File: src/rtl/pipe_issue_scheduler.sv
// pipe_issue_scheduler
// Issue/interlock controller that sits between IF/ID and ID/EX of the
// 5-stage pipe_MIPS32 datapath. It does three things:
//   - tracks in-flight register writes in a small shift-register scoreboard
//     and stalls any instruction that reads one of them;
//   - squashes the ID instruction when a branch resolves taken in EX;
//   - handles HLT by stopping issue, draining the pipeline, and then
//     asserting halted.
// The control outputs are combinational and respond in the same cycle.
// While rst_n is low they follow the RUN rules against an empty scoreboard.

module pipe_issue_scheduler #(
    parameter int HAZ_DEPTH = 3,
    parameter int CNT_W     = 16
) (
    input  logic             clk1,
    input  logic             rst_n,
    input  logic             id_valid,
    input  logic [4:0]       id_rs,
    input  logic [4:0]       id_rt,
    input  logic             id_rs_used,
    input  logic             id_rt_used,
    input  logic [4:0]       id_dest,
    input  logic             id_wr_en,
    input  logic             id_halt,
    input  logic             ex_taken,
    output logic             issue,
    output logic             stall_if,
    output logic             bubble,
    output logic             flush,
    output logic             halted,
    output logic [CNT_W-1:0] stall_cnt
);

    typedef enum logic [1:0] {
        RUN   = 2'd0,
        DRAIN = 2'd1,
        HALT  = 2'd2
    } state_t;

    state_t               state;
    state_t               state_nxt;
    state_t               cur_state;
    logic [2:0]           drain_cnt;
    logic [2:0]           drain_nxt;
    logic [HAZ_DEPTH-1:0] sb_v;
    logic [4:0]           sb_dest [HAZ_DEPTH];
    logic [HAZ_DEPTH-1:0] live_v;
    logic                 rs_hit;
    logic                 rt_hit;
    logic                 hazard;
    logic                 stall_inc;
    logic                 sb_load;

    // While reset is asserted, the outputs behave as if we were in RUN with
    // an empty scoreboard. Any stall or drain in progress is abandoned at once.
    assign cur_state = rst_n ? state : RUN;
    assign live_v    = rst_n ? sb_v : '0;

    // Compare both sources against every valid in-flight destination.
    // The check uses the scoreboard as it is now, before this cycle's shift.
    always_comb begin
        rs_hit = 1'b0;
        rt_hit = 1'b0;
        for (int i = 0; i < HAZ_DEPTH; i++) begin
            if (live_v[i] && (sb_dest[i] == id_rs)) rs_hit = 1'b1;
            if (live_v[i] && (sb_dest[i] == id_rt)) rt_hit = 1'b1;
        end
        hazard = id_valid &
                 ((id_rs_used & (id_rs != 5'd0) & rs_hit) |
                  (id_rt_used & (id_rt != 5'd0) & rt_hit));
    end

    // Next-state and control outputs. In RUN, a taken branch has priority
    // over a hazard, and a hazard has priority over normal issue.
    always_comb begin
        state_nxt = cur_state;
        drain_nxt = drain_cnt;
        issue     = 1'b0;
        stall_if  = 1'b0;
        bubble    = 1'b0;
        flush     = 1'b0;
        halted    = 1'b0;
        stall_inc = 1'b0;
        case (cur_state)
            RUN: begin
                if (ex_taken) begin
                    flush  = rst_n;
                    bubble = 1'b1;
                end else if (hazard) begin
                    stall_if  = 1'b1;
                    bubble    = 1'b1;
                    stall_inc = 1'b1;
                end else if (id_valid) begin
                    issue = 1'b1;
                    if (id_halt) begin
                        state_nxt = DRAIN;
                        drain_nxt = 3'(HAZ_DEPTH);
                    end
                end else begin
                    bubble = 1'b1;
                end
            end
            DRAIN: begin
                stall_if  = 1'b1;
                bubble    = 1'b1;
                drain_nxt = drain_cnt - 3'd1;
                if (drain_cnt == 3'd1) state_nxt = HALT;
            end
            HALT: begin
                halted   = 1'b1;
                stall_if = 1'b1;
                bubble   = 1'b1;
            end
            default: begin
                state_nxt = RUN;
            end
        endcase
    end

    // A scoreboard entry is created only for an issued instruction that
    // writes a real register. R0 is never tracked.
    assign sb_load = issue & id_wr_en & (id_dest != 5'd0);

    // State register, drain counter, stall counter and scoreboard shift.
    always_ff @(posedge clk1) begin
        if (!rst_n) begin
            state     <= RUN;
            drain_cnt <= 3'd0;
            stall_cnt <= '0;
            sb_v      <= '0;
            for (int i = 0; i < HAZ_DEPTH; i++) sb_dest[i] <= 5'd0;
        end else begin
            state     <= state_nxt;
            drain_cnt <= drain_nxt;
            if (stall_inc && (stall_cnt != {CNT_W{1'b1}}))
                stall_cnt <= stall_cnt + 1'b1;
            for (int i = HAZ_DEPTH - 1; i > 0; i--) begin
                sb_v[i]    <= sb_v[i-1];
                sb_dest[i] <= sb_dest[i-1];
            end
            sb_v[0]    <= sb_load;
            sb_dest[0] <= sb_load ? id_dest : 5'd0;
        end
    end

endmodule

File: config.mk
export PLATFORM = sky130hd
export DESIGN_NAME = pipe_issue_scheduler
export DESIGN_NICKNAME = d
export VERILOG_FILES = /design/src/rtl/pipe_issue_scheduler.sv
export SDC_FILE = /design/constraint.sdc
export NUM_CORES = 1
export LEC_CHECK = 0
export ABC_AREA = 0
export CORE_ASPECT_RATIO = 1.5
export CORE_MARGIN = 8
export CORE_UTILIZATION = 45
export DETAILED_ROUTE_END_ITERATION = 6
export PLACE_DENSITY = 0.74
export SKIP_CTS_REPAIR_TIMING = 1
export SLEW_MARGIN = 20
export SYNTH_ARGS = -nofsm -noshare
export SYNTH_HDL_FRONTEND = slang
export SYNTH_SLANG_ARGS = --single-unit
File: constraint.sdc
create_clock -name clk1 -period 2.2 [get_ports clk1]
set_input_delay 0.33 -clock clk1 [delete_from_list [all_inputs] [get_ports clk1]]
set_output_delay 0.33 -clock clk1 [all_outputs]
set_load 0.01 [all_outputs]
# After elaboration in Yosys (flattened, before gate mapping)
# Memory sizes are Yosys's and may differ from the RTL's.
# Cells that the tools add are included.
[totals]
out_inout_bits = 21
ff_bits = 24
memories = 1
ramBits = 15
[mem_list]
columns = ["memory", "words", "width", "rd", "rd_clocked_by_memory_dff", "wr", "line_no", "source"]
rows = [
  ["sb_dest", 3, 5, 3, 0, 3, "47", "logic [4:0] sb_dest [HAZ_DEPTH];"],
]
[op_classes]
reduce_logical = 14
n_eq_ne = 14
muxes = 40
addsub = 2
bitwise = 11
[op_table]
columns = ["op", "count"]
rows = [
  ["$eq 5x5->1", 6],
  ["$mux 1", 21],
  ["$mux 5", 4],
  ["$add 16x1->16 const B", 1],
  ["$ne 16x16->1 const B", 1],
  ["$mux 3", 5],
  ["$reduce_bool 5->1", 3],
  ["$mux 2", 6],
  ["$ne 2x2->1 const B", 4],
  ["$and 1x1->1", 7],
  ["$logic_and 1x1->1", 7],
  ["$pmux 2 s3", 1],
  ["$pmux 3 s2", 1],
  ["$reduce_and 5->1", 1],
  ["$or 1x1->1", 4],
  ["$pmux 1 s2", 2],
  ["$eq 3x1->1 const B", 1],
  ["$sub 3x1->3 const B", 1],
  ["$eq 2x1->1 const B", 1],
  ["$eq 2x2->1 const B", 1],
  ["$logic_not 2->1", 1],
  ["$reduce_bool 2->1", 1],
  ["$reduce_or 2->1", 1],
]

# Longest topological paths before layout
[depth]
depth_word = 15
ltp_mapped = 11
depth_no_buf = 9

# Least setup slack after synthesis
# Ideal clock, no wire load.
[synth_path]
kind = "input port to flip-flop"
from = "input port rst_n"
to = "register stall_cnt[12]"
path_buffers = 2
setup_slack_ns = -0.082
arrival_ns = 2.164
required_time_ns = 2.082
cell_stages = 11
cell_sequence = "clkbuf_1 and2_1 inv_1 ha_1 inv_1 nor3b_1 o21ai_4 nor2_4 buf_6 nand3_2 mux2i_1"
[synth_between]
elab_chain_cells = 12
[synth_lines]
columns = ["item", "line_no", "source"]
rows = [
  ["from (decl)", "17", "input logic rst_n,"],
  ["$mux 3", "58", "assign live_v = rst_n ? sb_v : '0;"],
  ["$logic_and 1x1->1 (on tied branches)", "66, 67", ""],
  ["$mux 1 (on tied branches) (3 in series)", "66, 67", ""],
  ["$and 1x1->1 (on tied branches)", "70, 71", ""],
  ["$or 1x1->1", "70", "((id_rs_used & (id_rs != 5'd0) & rs_hit) |"],
  ["$and 1x1->1", "69", "hazard = id_valid &"],
  ["$mux 1", "90", "end else if (hazard) begin"],
  ["$mux 1", "87", "if (ex_taken) begin"],
  ["$mux 1", "85", "case (cur_state)"],
  ["$logic_and 1x1->1", "136", "if (stall_inc && (stall_cnt != {CNT_W{1'b1}}))"],
  ["to (signal assigned)", "137", "stall_cnt <= stall_cnt + 1'b1;"],
  ["to (decl)", "32", "output logic [CNT_W-1:0] stall_cnt"],
]
# Parallel ways exist; a longest one is shown, timed or not.
# A chain may end at the register's enable or synchronous reset.

==> reports/metrics.yaml <==
status: "complete, but fails checks"
violations: "setup timing"
dr.max_layer_used: "met4"
num_antenna_cells: 0
ant_nets: 0
start_util: 0.4551
cts_tree: "yes"
final_core_util: 0.6687
grt_pass1_vias: 1977
fp.dieH_um: 100.7
async_flop_share: 0
fillers: 396
crit_fanout: 2
drive_gt1_frac: 0.2611
viasPerCell: 5.111
ios: 44
met2_length_mm: 2.922
post-dp-hpwl_mm: 4.128
regArea_um2: 782.0
vias: 1942
p_leak_nw: 1.387
fin_worst_skew_ns: 0.007897
cp.arrival_ns: 2.06
wl_per_cell_um: 14.07
die_w_um: 72.48
finalNetCount: 344
required_ns: 1.87
gp_congestion: 0.8552
clk_transition_reported_paths_ns: 0.08
synthCells: 236
synth.net_count: 267
path_class: "reg2out"
peakVddDrop_mv: 0.5039
grt_remaining_overflow: 0
whs_ns: 0.4030
wl_met3_um: 230
drv_cap: 0
grt_pass1_wl_mm: 8.480
ys_ff_latch: 39
rr_worst_depth: 10
firstDrtPassIters: 4
grtUsageTotal: 0.1453
p_per_area_mw_per_mm2: 431.4
endpoint_kind: "output pin"
final-setup-viol-count: 16
fmax_mhz: 419.2
die_area_mm2: 0.007300
whs_path_depth: 2
cts_buffers: 5
regToRegStartpoint: "sb_dest[0][12]"
syn_area_mm2: 0.002153
setup_slack_ns: -0.1857
drc: 0
hold_class: "in2reg"
seq_area_frac_synth: 0.3626
wl_met1_mm: 2.100
worstSetupStartpointType: "flip-flop"
synth_edf_count: 0
wirelength_mm: 5.345
cts_root_buffer: "clkbuf_8"
final_cell_mix: "38 x dfxtp_1, 33 x buf_4, 27 x clkdlybuf4s50_1"
worst_pin_slew_ns: 0.4168
min-delay-start: "rst_n"
hold_violations: 0
htreeDepth: 2
antenna_found_initial: 0
synth_top_flop_cell: "dfxtp_1"
reg2reg_to: "stall_cnt[6]"
syn_area_per_cell_um2: 9.124
finalInstanceArea_mm2: 0.003164
grt_max_degree: 14
rows: 31
clkLatencyLatePin_ns: 0.29
clockBufferDepth: 2
min_period_over_period: 1.084
hold_path_end: "sb_v[2]"
yosysWarnings: 0
core_area_mm2: 0.004732
area_growth_pct: 46.95
drt_iter0_markers: 106
ys_types: 47
maxSlewHeadroom: 0.7218
period_needed_ns: 2.386
ff2ff_setup_slack_ns: -0.13
final_common_cell: "dfxtp_1"
placed_cell_area_mm2: 0.002889
multi_input_area_mm2: 0.001448
portBuffers: 43
drv_slew: 0
clkSinkCount: 39
rsz0062_at_grt: "yes"
kinds of logic (layout without fill, tap and decap cells):
logic type,after synthesis,in the layout,share of synthesized area
AND/OR/NAND/NOR,95,95,0.2743
flip-flops,39,39,0.3626
AO/OA/AOI/OAI,34,34,0.1180
XOR/XNOR,34,34,0.1383
buffers and inverters,22,100,0.04184
adder cells (fa/ha/maj),8,8,0.04649
multiplexers,4,4,0.01859
state kept, by name, summed over array words and instances, names as in the netlist:
signal     count
sb_dest       15
sb_v           3
drain_cnt      3
stall_cnt     16
state          2
Yosys cell counts (2+ instances only):
cell	number	area, um2
nor2_1	8	30.03
a31oi_2	2	25.02
and4_1	2	17.52
o21ai_0	2	10.01
a31oi_1	2	12.51
xor2_1	24	210.2
nor3_1	4	20.02
nor4_1	6	37.54
a31o_2	2	17.52
and4_4	2	22.52
and2_1	20	125.1
clkbuf_1	7	26.28
o21ai_1	2	10.01
a211o_1	2	17.52
and3_1	5	31.28
a21oi_1	12	60.06
or4_1	3	22.52
nand2b_1	4	25.02
nand3_1	6	30.03
ha_1	8	100.1
nand2_1	16	60.06
nand4_1	7	43.79
mux2i_1	4	40.04
inv_1	14	52.55
nand3b_1	3	22.52
xnor2_1	10	87.58
dfxtp_1	39	780.8
through the flow:
step / total power [mW] / instances / worst slack, ns / setup TNS (ns)
floorplan: 0.7968 / 236 / 0.06862 / 0
global placement: 0.8925 / 371 / -0.8807 / -17.10
detailed placement: 0.8952 / 371 / -0.8653 / -17.60
CTS: 1.379 / 379 / -0.8665 / -9.285
global route: 1.428 / 380 / -0.2895 / -3.682
finish: 1.365 / 380 / -0.1857 / -1.378
report_power, final:
group | switching [mW] | total, mW | internal [mW]
clock network | 0.260 | 0.480 | 0.220
logic | 0.0779 | 0.168 | 0.0898
registers | 0.00503 | 0.717 | 0.712
critical path, cell delays in order, from the launching register on:
cell,delay [ns]
dfxtp_2,0.34
xor2_1,0.17
nor4_2,0.31
nand4_1,0.19
a31oi_4,0.27
nor2_4,0.07
buf_4,0.13
and2_1,0.15
buf_2,0.14
layout make-up:
class | instances | area share
Sequential cell | 39 | 0.2471
Multi-Input combinational cell | 175 | 0.4575
Clock inverter | 3 | 0.006327
Clock buffer | 5 | 0.02175
Tap cell | 66 | 0.02610
Timing Repair Buffer | 78 | 0.2246
Inverter | 14 | 0.01661
metal layers:
| metal | vias to the layer above | global-route usage |
|---|---|---|
| met3 | 11 | 0.03586 |
| met4 | 0 | 0.08050 |
| met2 | 43 | 0.2617 |
| met1 | 912 | 0.1474 |
| li1 | 976 | - |
| met5 | - | 0 |
worst max path at each step:
| stage | from | end | slack [ns] | depth (start not counted) |
|---|---|---|---|---|
| final | sb_dest[0][12] | issue | -0.19 | 8 |
| after global routing | sb_dest[0][12] | stall_if | -0.29 | 8 |
| after CTS | id_rs[3] | bubble | -0.87 | 10 |
| after detailed placement | id_rs[3] | bubble | -0.87 | 10 |
| after global placement | id_rs[3] | bubble | -0.88 | 10 |
| after floorplan | rst_n | stall_cnt[12] | 0.07 | 11 |
Note: power is estimated with default switching activity, not from simulation.
